`config.mk`:
```
export PLATFORM = sky130hd
export DESIGN_NAME = axi_write_slave_burst_flat
export DESIGN_NICKNAME = d
export VERILOG_FILES = /design/src/rtl/axi_write_slave_burst_pkg.sv /design/src/rtl/axi_write_slave_burst_if.sv /design/src/rtl/axi_write_slave_burst_addr_gen.sv /design/src/rtl/axi_write_slave_burst.sv /design/src/flat_wrapper.sv
export SDC_FILE = /design/constraint.sdc
export NUM_CORES = 1
export LEC_CHECK = 0
export ABC_AREA = 1
export CAP_MARGIN = 25
export CELL_PAD_IN_SITES_DETAIL_PLACEMENT = 1
export CELL_PAD_IN_SITES_GLOBAL_PLACEMENT = 1
export CORE_UTILIZATION = 32
export DETAILED_ROUTE_END_ITERATION = 7
export GPL_ROUTABILITY_DRIVEN = 1
export PLACE_DENSITY = 0.92
export SYNTH_ARGS = -nofsm -noshare
export SYNTH_HDL_FRONTEND = slang
export SYNTH_HIERARCHICAL = 1
export SYNTH_SLANG_ARGS = --single-unit
```
`constraint.sdc`:
```
create_clock -name ACLK -period 3.2 [get_ports ACLK]
set_input_delay 0.48 -clock ACLK [delete_from_list [all_inputs] [get_ports ACLK]]
set_output_delay 0.48 -clock ACLK [all_outputs]
set_load 0.1 [all_outputs]
```
`src/rtl/axi_write_slave_burst_pkg.sv`:
```
// Shared AXI3 write-slave types: burst encodings, response codes, FSM states,
// and the WRAP burst-length legality check.
package axi_wr_pkg;

    typedef enum logic [1:0] {
        BURST_FIXED = 2'b00,
        BURST_INCR  = 2'b01,
        BURST_WRAP  = 2'b10,
        BURST_RSVD  = 2'b11
    } burst_e;

    typedef enum logic [1:0] {
        RESP_OKAY   = 2'b00,
        RESP_SLVERR = 2'b10
    } resp_e;

    typedef enum logic [1:0] {
        ST_IDLE,
        ST_DATA,
        ST_RESP
    } state_e;

    function automatic logic wrap_len_ok(input logic [3:0] len);
        return (len == 4'd1) || (len == 4'd3) || (len == 4'd7) || (len == 4'd15);
    endfunction

endpackage

```
`src/rtl/axi_write_slave_burst_if.sv`:
```
// AXI3 write channels (AW/W/B) plus the one-beat-at-a-time local device port.
interface axi_write_slave_burst_if #(
    parameter int DATA_W = 32,
    parameter int ADDR_W = 32,
    parameter int ID_W   = 4
);
    logic [ID_W-1:0]     AWID;
    logic [ADDR_W-1:0]   AWADDR;
    logic [3:0]          AWLEN;
    logic [2:0]          AWSIZE;
    logic [1:0]          AWBURST;
    logic                AWVALID;
    logic                AWREADY;
    logic [ID_W-1:0]     WID;
    logic [DATA_W-1:0]   WDATA;
    logic [DATA_W/8-1:0] WSTRB;
    logic                WLAST;
    logic                WVALID;
    logic                WREADY;
    logic [ID_W-1:0]     BID;
    logic [1:0]          BRESP;
    logic                BVALID;
    logic                BREADY;
    logic [ADDR_W-1:0]   dev_addr;
    logic [DATA_W-1:0]   dev_data;
    logic [DATA_W/8-1:0] dev_strb;
    logic                dev_valid;
    logic                dev_ready;

    modport slave (
        input  AWID, AWADDR, AWLEN, AWSIZE, AWBURST, AWVALID,
        output AWREADY,
        input  WID, WDATA, WSTRB, WLAST, WVALID,
        output WREADY,
        output BID, BRESP, BVALID,
        input  BREADY,
        output dev_addr, dev_data, dev_strb, dev_valid,
        input  dev_ready
    );

    modport master (
        output AWID, AWADDR, AWLEN, AWSIZE, AWBURST, AWVALID,
        input  AWREADY,
        output WID, WDATA, WSTRB, WLAST, WVALID,
        input  WREADY,
        input  BID, BRESP, BVALID,
        output BREADY,
        input  dev_addr, dev_data, dev_strb, dev_valid,
        output dev_ready
    );

endinterface

```
`src/rtl/axi_write_slave_burst_addr_gen.sv`:
```
// Combinational AXI burst next-beat address; shared with the read slave.
module axi_burst_addr_gen
    import axi_wr_pkg::*;
#(
    parameter int ADDR_W = 32
) (
    input  logic [ADDR_W-1:0] addr,
    input  logic [2:0]        size,
    input  logic [3:0]        len,
    input  logic [1:0]        burst,
    output logic [ADDR_W-1:0] next_addr
);

    logic [ADDR_W-1:0] step;
    logic [ADDR_W-1:0] incr_addr;
    logic [ADDR_W-1:0] wrap_mask;

    always_comb begin
        step      = ADDR_W'(1) << size;
        incr_addr = addr + step;
        // Window is (len+1) beats; the mask keeps the in-window offset only.
        wrap_mask = ((ADDR_W'(len) + ADDR_W'(1)) << size) - ADDR_W'(1);
        case (burst_e'(burst))
            BURST_FIXED: next_addr = addr;
            BURST_WRAP:  next_addr = (addr & ~wrap_mask) | (incr_addr & wrap_mask);
            default:     next_addr = incr_addr;
        endcase
    end

endmodule

```
`src/rtl/axi_write_slave_burst.sv`:
```
// AXI3 write slave: accepts one AW burst, streams W beats to a local device
// with per-beat back-pressure, then returns a checked B response.
module axi_write_slave_burst
    import axi_wr_pkg::*;
#(
    parameter int DATA_W = 32,
    parameter int ADDR_W = 32,
    parameter int ID_W   = 4
) (
    input logic                     ACLK,
    input logic                     ARESETn,
    axi_write_slave_burst_if.slave  bus
);

    localparam int unsigned STRB_W = DATA_W / 8;

    state_e            state_q, state_d;
    logic [ID_W-1:0]   id_q, id_d;
    logic [ADDR_W-1:0] addr_q, addr_d;
    logic [3:0]        len_q, len_d;
    logic [2:0]        size_q, size_d;
    logic [1:0]        burst_q, burst_d;
    logic [3:0]        cnt_q, cnt_d;
    logic              err_q, err_d;

    logic [ADDR_W-1:0] next_addr;
    logic              wid_bad;
    logic              at_len;

    axi_burst_addr_gen #(.ADDR_W(ADDR_W)) u_addr_gen (
        .addr      (addr_q),
        .size      (size_q),
        .len       (len_q),
        .burst     (burst_q),
        .next_addr (next_addr)
    );

    always_comb begin
        state_d = state_q;
        id_d    = id_q;
        addr_d  = addr_q;
        len_d   = len_q;
        size_d  = size_q;
        burst_d = burst_q;
        cnt_d   = cnt_q;
        err_d   = err_q;
        wid_bad = 1'b0;
        at_len  = 1'b0;

        bus.AWREADY   = 1'b0;
        bus.WREADY    = 1'b0;
        bus.BVALID    = 1'b0;
        bus.BID       = '0;
        bus.BRESP     = RESP_OKAY;
        bus.dev_valid = 1'b0;
        bus.dev_strb  = '0;
        bus.dev_addr  = addr_q;
        bus.dev_data  = bus.WDATA;

        case (state_q)
            ST_IDLE: begin
                bus.AWREADY = 1'b1;
                if (bus.AWVALID) begin
                    id_d    = bus.AWID;
                    addr_d  = bus.AWADDR;
                    len_d   = bus.AWLEN;
                    size_d  = bus.AWSIZE;
                    burst_d = bus.AWBURST;
                    cnt_d   = '0;
                    err_d   = ((32'd1 << bus.AWSIZE) > STRB_W)
                           || (burst_e'(bus.AWBURST) == BURST_RSVD)
                           || ((burst_e'(bus.AWBURST) == BURST_WRAP) && !wrap_len_ok(bus.AWLEN));
                    state_d = ST_DATA;
                end
            end
            ST_DATA: begin
                bus.dev_valid = bus.WVALID;
                bus.WREADY    = bus.dev_ready;
                wid_bad       = (bus.WID != id_q);
                bus.dev_strb  = (err_q || wid_bad) ? '0 : bus.WSTRB;
                at_len        = (cnt_q == len_q);
                if (bus.WVALID && bus.dev_ready) begin
                    cnt_d  = cnt_q + 4'd1;
                    addr_d = next_addr;
                    // WLAST must coincide with the AWLEN-th beat; either ends the burst.
                    if (wid_bad || (bus.WLAST != at_len))
                        err_d = 1'b1;
                    if (bus.WLAST || at_len)
                        state_d = ST_RESP;
                end
            end
            ST_RESP: begin
                bus.BVALID = 1'b1;
                bus.BID    = id_q;
                bus.BRESP  = err_q ? RESP_SLVERR : RESP_OKAY;
                if (bus.BREADY)
                    state_d = ST_IDLE;
            end
            default: state_d = ST_IDLE;
        endcase
    end

    always_ff @(posedge ACLK) begin
        if (!ARESETn) begin
            state_q <= ST_IDLE;
            id_q    <= '0;
            addr_q  <= '0;
            len_q   <= '0;
            size_q  <= '0;
            burst_q <= '0;
            cnt_q   <= '0;
            err_q   <= 1'b0;
        end else begin
            state_q <= state_d;
            id_q    <= id_d;
            addr_q  <= addr_d;
            len_q   <= len_d;
            size_q  <= size_d;
            burst_q <= burst_d;
            cnt_q   <= cnt_d;
            err_q   <= err_d;
        end
    end

endmodule

```
`src/flat_wrapper.sv`:
```
// flat-port wrapper written by rule: the top's interface ports become plain ports
module axi_write_slave_burst_flat import axi_wr_pkg::*;
#(
    parameter int DATA_W = 32,
    parameter int ADDR_W = 32,
    parameter int ID_W   = 4
)
  (ACLK, ARESETn, bus_AWID, bus_AWADDR, bus_AWLEN, bus_AWSIZE, bus_AWBURST, bus_AWVALID, bus_AWREADY, bus_WID, bus_WDATA, bus_WSTRB, bus_WLAST, bus_WVALID, bus_WREADY, bus_BID, bus_BRESP, bus_BVALID, bus_BREADY, bus_dev_addr, bus_dev_data, bus_dev_strb, bus_dev_valid, bus_dev_ready);
  axi_write_slave_burst_if #(.DATA_W(DATA_W), .ADDR_W(ADDR_W), .ID_W(ID_W)) bus_i ();
  input logic ACLK;
  input logic ARESETn;
  input wire logic [$bits(bus_i.AWID)-1:0] bus_AWID;
  input wire logic [$bits(bus_i.AWADDR)-1:0] bus_AWADDR;
  input wire logic [$bits(bus_i.AWLEN)-1:0] bus_AWLEN;
  input wire logic [$bits(bus_i.AWSIZE)-1:0] bus_AWSIZE;
  input wire logic [$bits(bus_i.AWBURST)-1:0] bus_AWBURST;
  input wire logic [$bits(bus_i.AWVALID)-1:0] bus_AWVALID;
  output wire logic [$bits(bus_i.AWREADY)-1:0] bus_AWREADY;
  input wire logic [$bits(bus_i.WID)-1:0] bus_WID;
  input wire logic [$bits(bus_i.WDATA)-1:0] bus_WDATA;
  input wire logic [$bits(bus_i.WSTRB)-1:0] bus_WSTRB;
  input wire logic [$bits(bus_i.WLAST)-1:0] bus_WLAST;
  input wire logic [$bits(bus_i.WVALID)-1:0] bus_WVALID;
  output wire logic [$bits(bus_i.WREADY)-1:0] bus_WREADY;
  output wire logic [$bits(bus_i.BID)-1:0] bus_BID;
  output wire logic [$bits(bus_i.BRESP)-1:0] bus_BRESP;
  output wire logic [$bits(bus_i.BVALID)-1:0] bus_BVALID;
  input wire logic [$bits(bus_i.BREADY)-1:0] bus_BREADY;
  output wire logic [$bits(bus_i.dev_addr)-1:0] bus_dev_addr;
  output wire logic [$bits(bus_i.dev_data)-1:0] bus_dev_data;
  output wire logic [$bits(bus_i.dev_strb)-1:0] bus_dev_strb;
  output wire logic [$bits(bus_i.dev_valid)-1:0] bus_dev_valid;
  input wire logic [$bits(bus_i.dev_ready)-1:0] bus_dev_ready;
  assign bus_i.AWID = bus_AWID;
  assign bus_i.AWADDR = bus_AWADDR;
  assign bus_i.AWLEN = bus_AWLEN;
  assign bus_i.AWSIZE = bus_AWSIZE;
  assign bus_i.AWBURST = bus_AWBURST;
  assign bus_i.AWVALID = bus_AWVALID;
  assign bus_AWREADY = bus_i.AWREADY;
  assign bus_i.WID = bus_WID;
  assign bus_i.WDATA = bus_WDATA;
  assign bus_i.WSTRB = bus_WSTRB;
  assign bus_i.WLAST = bus_WLAST;
  assign bus_i.WVALID = bus_WVALID;
  assign bus_WREADY = bus_i.WREADY;
  assign bus_BID = bus_i.BID;
  assign bus_BRESP = bus_i.BRESP;
  assign bus_BVALID = bus_i.BVALID;
  assign bus_i.BREADY = bus_BREADY;
  assign bus_dev_addr = bus_i.dev_addr;
  assign bus_dev_data = bus_i.dev_data;
  assign bus_dev_strb = bus_i.dev_strb;
  assign bus_dev_valid = bus_i.dev_valid;
  assign bus_i.dev_ready = bus_dev_ready;
  axi_write_slave_burst #(.DATA_W(DATA_W), .ADDR_W(ADDR_W), .ID_W(ID_W)) u_core (.ACLK(ACLK), .ARESETn(ARESETn), .bus(bus_i));
endmodule
```
==> results.sh, run 1 <==
export IMPL_gp_congestion=0.911
export IMPL_worstSetupPathType="reg2reg"
export IMPL_tns_ns=0
export IMPL_htree_levels=2
export IMPL_maxCapViolations=0
export IMPL_final_instance_count_excl_fill=1260
export IMPL_area_growth_pct=22.2
export IMPL_synth_area_leaders="nand2_1 (19%), dfxtp_1 (19%), nor2_1 (8.0%), nand3_1 (7.6%), inv_1 (6.9%)"
export IMPL_cp_common_cell="nand2_1"
export IMPL_clock_latency_ns=0.31
export IMPL_crit_slowest_cell="ha_1"
export IMPL_ys_seq_area_share_pct=18.7
export IMPL_ir_drop_mv=0.229
export IMPL_finalHoldViolations=0
export IMPL_power_leakage_uw=0.00334
export IMPL_preCtsSetupSlack_ns=0.0207
export IMPL_finalPower_uw=3400
export IMPL_path_delay_family="simple AND/OR/NAND/NOR gates"
export IMPL_critPathBufInv=1
export IMPL_cp_start_kind="flip-flop"
export IMPL_overflow=0
export IMPL_grt_max_degree=50
export IMPL_port_buffers=104
export IMPL_firstDrtPassIters=4
export IMPL_slowest_delay_ns=0.34
export IMPL_antenna_found_initial=0
export IMPL_grt_pass1_wl_um=33100
export IMPL_grtUsageTotal_pct=23.0
export IMPL_outcome="finished, final reports clean"
export IMPL_vias_per_cell=5.13
export IMPL_fp_dieH_um=134
export IMPL_crit_chain="ha_1 > o21ai_1 > nand2_1 > nand2_1 > nand2_1 > nand2_1 > nand2_4 > nor2_4 > nand2_1 > nor3_2 > ha_1 > o211ai_1 > o21ai_0 > buf_4 > nand2_1 > nand2_1 > o21ai_0 > nor2_1"
export IMPL_cts_buffers=5
export IMPL_worst_setup_path_end_kind="flip-flop"
export IMPL_yosysTopAreaCellShare_pct=19.4
export IMPL_cts_sinks=52
export IMPL_max_clock_path_buffers=2
export IMPL_synthDistinctLibCells=46
export IMPL_slew_viol_final=0
export IMPL_cts_root_buf="clkbuf_16"
export IMPL_core_area_um2=16800
export IMPL_power_density_nw_per_um2=499
export IMPL_max_freq_mhz=331
export IMPL_drt_initial_drc_count=468
export IMPL_async_flop_share_pct=0
export IMPL_maxSlewHeadroom_pct=55.6
export IMPL_postCtsHoldBufs=0
export IMPL_yosysTopAreaCell="nand2_1"
export IMPL_fin_crit_sh_pct=94.3
export IMPL_dp_cells=1252
export IMPL_die_width_um=134
export IMPL_drt_wl_total_um=20500
export IMPL_num_rows=47
export IMPL_clkTransAtPathRegs_ns=0.08
export IMPL_syn_num_nets=1073
export IMPL_setup_violations_final=0
export IMPL_path_max_fanout=3
export IMPL_setup_ws_ns=0.181
export IMPL_drive_gt1_share_pct=15.5
export IMPL_synth_edff_count=0
export IMPL_timing_hold_worst_class="reg2reg"
export IMPL_ys_ff_latch=52
export IMPL_netlist_instances=967
export IMPL_synthFlopType="dfxtp_1"
export IMPL_post_cts_setup_buffers=0
export IMPL_rsz0062_at_grt="no"
export IMPL_routedWlPerCell_um=16.3
export IMPL_min_period_ns=3.02
export IMPL_yosysMostFrequentCell="nand2_1"
export IMPL_synth_avg_cell_area_um2=5.76
export IMPL_drt_drc_violations_left=0
export IMPL_vias=6463
export IMPL_cts_tree="built"
export IMPL_die_area_um2=17900
export IMPL_dp_hpwl_um=15200
export IMPL_nets=1145
export IMPL_worst_pin_slew_ns=0.665
export IMPL_n_antenna_cell=0
export IMPL_fin_util_pct=40.5
export IMPL_cp_required_ns=3.41
export IMPL_ioPinCount=170
export IMPL_cp_arrival_ns=3.23
export IMPL_start_util_pct=33.1
export IMPL_syn_area_um2=5570
export IMPL_synth_common_cells="nand2_1 (288), nor2_1 (119), inv_1 (102), nand3_1 (85), o21ai_0 (60)"
export IMPL_antenna_left=0
export IMPL_grt_pass1_vias=6589
export IMPL_ys_warn_count=6
export IMPL_fin_skew_ns=0.00778
[stage by stage]
step                      cell area, µm²  hold WS, ns
after floorplan                     5590        0.452
after global placement              6620        0.468
after detailed placement            6620        0.492
after CTS                           6770        0.511
after global routing                6810        0.557
final                               6810        0.519
[where the power goes]
group          total, µW  internal [µW]  switching (µW)
sequential           874            733             142
clock                596            299             297
combinational       1930            554            1370
[tightest hold or removal path, stage by stage (launching register included)]
cell and delay (ns):
dfxtp_1 0.32, inv_1 0.09, a21oi_1 0.07
[worst paths after layout]
check,start,endpoint,slack (ns),cells past startpoint
max,u_core/len_q[0]$_SDFFE_PN0P_,u_core/bus.dev_addr[11]$_SDFFE_PN0P_,0.18,18
min,u_core/id_q[2]$_SDFFE_PN0P_,u_core/id_q[2]$_SDFFE_PN0P_,0.52,2
max reg2reg,u_core/len_q[0]$_SDFFE_PN0P_,u_core/bus.dev_addr[11]$_SDFFE_PN0P_,0.18,18
min reg2reg,u_core/id_q[2]$_SDFFE_PN0P_,u_core/id_q[2]$_SDFFE_PN0P_,0.52,2
[routing by layer]
layer  wire length (µm)  part of all wire (%)  global-route usage [%]
met5                  0                     0                       0
met2               9690                    47                    39.3
met3               1150                   5.6                    3.21
met4                261                   1.3                    5.68
met1               9450                    46                    30.1
[cell families (layout without fill, tap and decap cells)]
group / after synthesis / in the layout / synth area share (%)
AND/OR/NAND/NOR: 572 / 572 / 45.6
buffers and inverters: 182 / 255 / 15.9
AO/OA/AOI/OAI: 114 / 114 / 11.3
flip-flops: 52 / 52 / 18.7
XOR/XNOR: 30 / 30 / 4.71
adder cells (fa/ha/maj): 14 / 14 / 3.28
multiplexers: 2 / 2 / 0.404
other: 1 / 1 / 0.0673
[layout by cell type (no fill, tap or decap), drive strengths merged, types with 2 or more instances in the layout]
master         count
a21oi             23
nand2            308
a21o               3
o211ai             5
inv              112
or2                7
buf               74
mux2               2
nand3             99
xor2              25
clkinv             5
dfxtp             52
nor2             125
o21bai             2
o21ai             66
clkbuf             5
xnor2              5
nor3              16
nand3b             3
o22ai             12
nor4               3
nand4             10
ha                13
clkdlybuf4s50     59
[registers in the layout, indices dropped and copies added (netlist names)]
name                 count
u_core/err_q             1
u_core/cnt_q             4
u_core/id_q              4
u_core/burst_q           2
u_core/state_q           2
u_core/bus.dev_addr     32
u_core/len_q             4
u_core/size_q            3
[area by class of cell]
cell class	instances	area, µm²
multi-input combinational	733	3700
tap	220	275
fill	2325	10000
timing repair buffer	133	1200
sequential	52	1050
clock inverter	3	26.3
clock buffer	5	125
inverter	114	443
[repair_timing]
| item | 4_1_cts | 5_1_grt |
|---|---|---|
| setup endpoints to repair | 1 | 9 |
| cloned | 0 | 0 |
| resized for setup | 1 | 11 |
Power figures use the tool's default switching activity.
==> run 2, diff against run 1 <==
- CORE_ASPECT_RATIO: not set -> 1.5
- CORE_UTILIZATION: 32 -> 35
- PLACE_DENSITY: 0.92 -> 0.95
- clock period: 3.2 -> 3.65 ns (I/O delays scaled with it)
==> run 2 against run 1 <==
Sequential cell count unchanged. Design area down 2.3%. Die area down 8.4%. Wire length is 1.6% lower. Non-clock buffer count shrank 15. Fmax shrank 7.9%. Critical endpoint is now u_core/bus.dev_addr[26]$_SDFFE_PN0P_. Register-to-register slack better by 0.19 ns.
==> results.sh, run 2 (synthesized netlist as in run 1, its figures left out) <==
export IMPL_num_rows=56
export IMPL_gp_congestion=0.965
export IMPL_grtUsageTotal_pct=24.6
export IMPL_worst_setup_path_end_kind="flip-flop"
export IMPL_cp_required_ns=3.86
export IMPL_power_leakage_uw=0.00319
export IMPL_antenna_left=0
export IMPL_worstSetupPathType="reg2reg"
export IMPL_dp_hpwl_um=15400
export IMPL_power_density_nw_per_um2=442
export IMPL_outcome="finished, final reports clean"
export IMPL_clkTransAtPathRegs_ns=0.08
export IMPL_grt_max_degree=39
export IMPL_path_max_fanout=14
export IMPL_drt_wl_total_um=20200
export IMPL_port_buffers=104
export IMPL_final_area_um2=6650
export IMPL_slew_viol_final=0
export IMPL_setup_violations_final=0
export IMPL_rsz0062_at_grt="no"
export IMPL_max_freq_mhz=305
export IMPL_mostFrequentLayoutCells="nand2_1 (288), nor2_1 (118), inv_1 (102)"
export IMPL_layout_commonest_cell="nand2_1"
export IMPL_tns_ns=0
export IMPL_cts_tree="built"
export IMPL_ioPinCount=170
export IMPL_die_width_um=105
export IMPL_cts_sinks=52
export IMPL_drt_drc_violations_left=0
export IMPL_vias=6549
export IMPL_drive_gt1_share_pct=9.37
export IMPL_finalHoldViolations=0
export IMPL_maxSlewHeadroom_pct=32.6
export IMPL_holdPathStages=2
export IMPL_fin_skew_ns=0.00788
export IMPL_ir_drop_mv=0.190
export IMPL_min_period_ns=3.28
export IMPL_drt_initial_drc_count=267
export IMPL_die_area_um2=16400
export IMPL_timing_hold_worst_class="reg2reg"
export IMPL_postCtsHoldBufs=0
export IMPL_worst_pin_slew_ns=1.01
export IMPL_clock_latency_ns=0.31
export IMPL_area_growth_pct=19.4
export IMPL_start_util_pct=35.7
export IMPL_htree_levels=2
export IMPL_cp_arrival_ns=3.48
export IMPL_core_area_um2=15600
export IMPL_n_antenna_cell=0
export IMPL_ff2ff_path_depth=19
export IMPL_vias_per_cell=5.33
export IMPL_cp_start_kind="flip-flop"
export IMPL_antenna_found_initial=0
export IMPL_nets=1130
export IMPL_cts_root_buf="clkbuf_16"
export IMPL_cts_buffers=5
export IMPL_fin_crit_sh_pct=89.8
export IMPL_max_clock_path_buffers=2
export IMPL_grt_pass1_wl_um=32400
export IMPL_grt_pass1_vias=6901
export IMPL_firstDrtPassIters=5
export IMPL_placed_area_um2=6500
export IMPL_routedWlPerCell_um=16.5
export IMPL_largest_reg_flops=32
export IMPL_maxCapViolations=0
export IMPL_overflow=0
export IMPL_fp_dieH_um=157
-- run 2: cell types whose count changed in the layout (fill, tap and decap cells not counted), moves of 3 or more --
| cell | before | now |
|---|---|---|
| buf_12 | 4 | 0 |
| nor3_1 | 12 | 15 |
| clkdlybuf4s50_1 | 59 | 93 |
| buf_4 | 70 | 25 |
| nor2_1 | 110 | 118 |
| nor2_2 | 12 | 4 |
| nor3_2 | 4 | 1 |
-- run 2: report_power, final --
part	total, µW	switching (µW)	internal (µW)
logic	1650	1180	473
clock network	518	257	261
registers	770	127	642
total	2940	1560	1380
-- run 2: what timing repair did --
action | CTS | global route
setup buffers | 0 | 0
resized for setup | 0 | 1
endpoints found under the setup margin | 0 | 4
-- run 2: critical path, stage by stage, from the launching register on --
cell and delay (ns):
dfxtp_2 0.39, inv_1 0.31, nand2_1 0.13, nor2_1 0.20, fa_1 0.26, nand3_1 0.09
nand3_1 0.15, nand2_1 0.07, nand3_1 0.16, nand2_1 0.14, nor3_1 0.37, nand2_1 0.12
xor2_1 0.22, o22ai_1 0.11, inv_1 0.08, nand2_1 0.04, nand2_1 0.06, nand2_1 0.05
o21ai_0 0.16, nor2_1 0.06
-- run 2: final cells by class --
cell class | count | area (µm²)
multi-input cells | 733 | 3650
repair buffers | 118 | 1120
flip-flops and latches | 52 | 1040
well taps | 203 | 254
fillers | 2147 | 8970
clock inverters | 3 | 25.0
clock buffers | 5 | 125
inverters | 114 | 443
-- run 2: routing by layer --
layer | part of all wire (%) | wire, µm | vias up | track usage, %
met2 | 54 | 10800 | 193 | 47.6
met5 | 0 | 0 | - | 0
met4 | 6.5 | 1320 | 0 | 18.6
met3 | 3.3 | 663 | 96 | 2.12
li1 | - | - | 3148 | -
met1 | 37 | 7400 | 3112 | 24.0
-- run 2: final timing paths --
| kind | startpoint | to | slack (ns) |
|---|---|---|---|
| setup reg to reg | u_core/size_q[1]$_SDFFE_PN0P_ | u_core/bus.dev_addr[26]$_SDFFE_PN0P_ | 0.37 |
| hold reg to reg | u_core/err_q$_SDFFE_PN0P_ | u_core/err_q$_SDFFE_PN0P_ | 0.50 |
| setup / recovery | u_core/size_q[1]$_SDFFE_PN0P_ | u_core/bus.dev_addr[26]$_SDFFE_PN0P_ | 0.37 |
| hold / removal | u_core/err_q$_SDFFE_PN0P_ | u_core/err_q$_SDFFE_PN0P_ | 0.50 |
-- run 2: through the flow --
| step | hold WS, ns | instances | power, µW | utilization (%) | setup slack (ns) |
|---|---|---|---|---|---|
| 5_1_grt | 0.531 | 1228 | 3120 | 42.6 | 0.0545 |
| 3_3_place_gp | 0.467 | 1220 | 2360 | 41.6 | 0.493 |
| 4_1_cts | 0.500 | 1228 | 2950 | 42.6 | 0.190 |
| 6_report | 0.503 | 1228 | 2940 | 42.6 | 0.373 |
| 2_1_floorplan | 0.452 | 967 | 2130 | - | -0.323 |
| 3_5_place_dp | 0.480 | 1220 | 2420 | 41.6 | 0.250 |
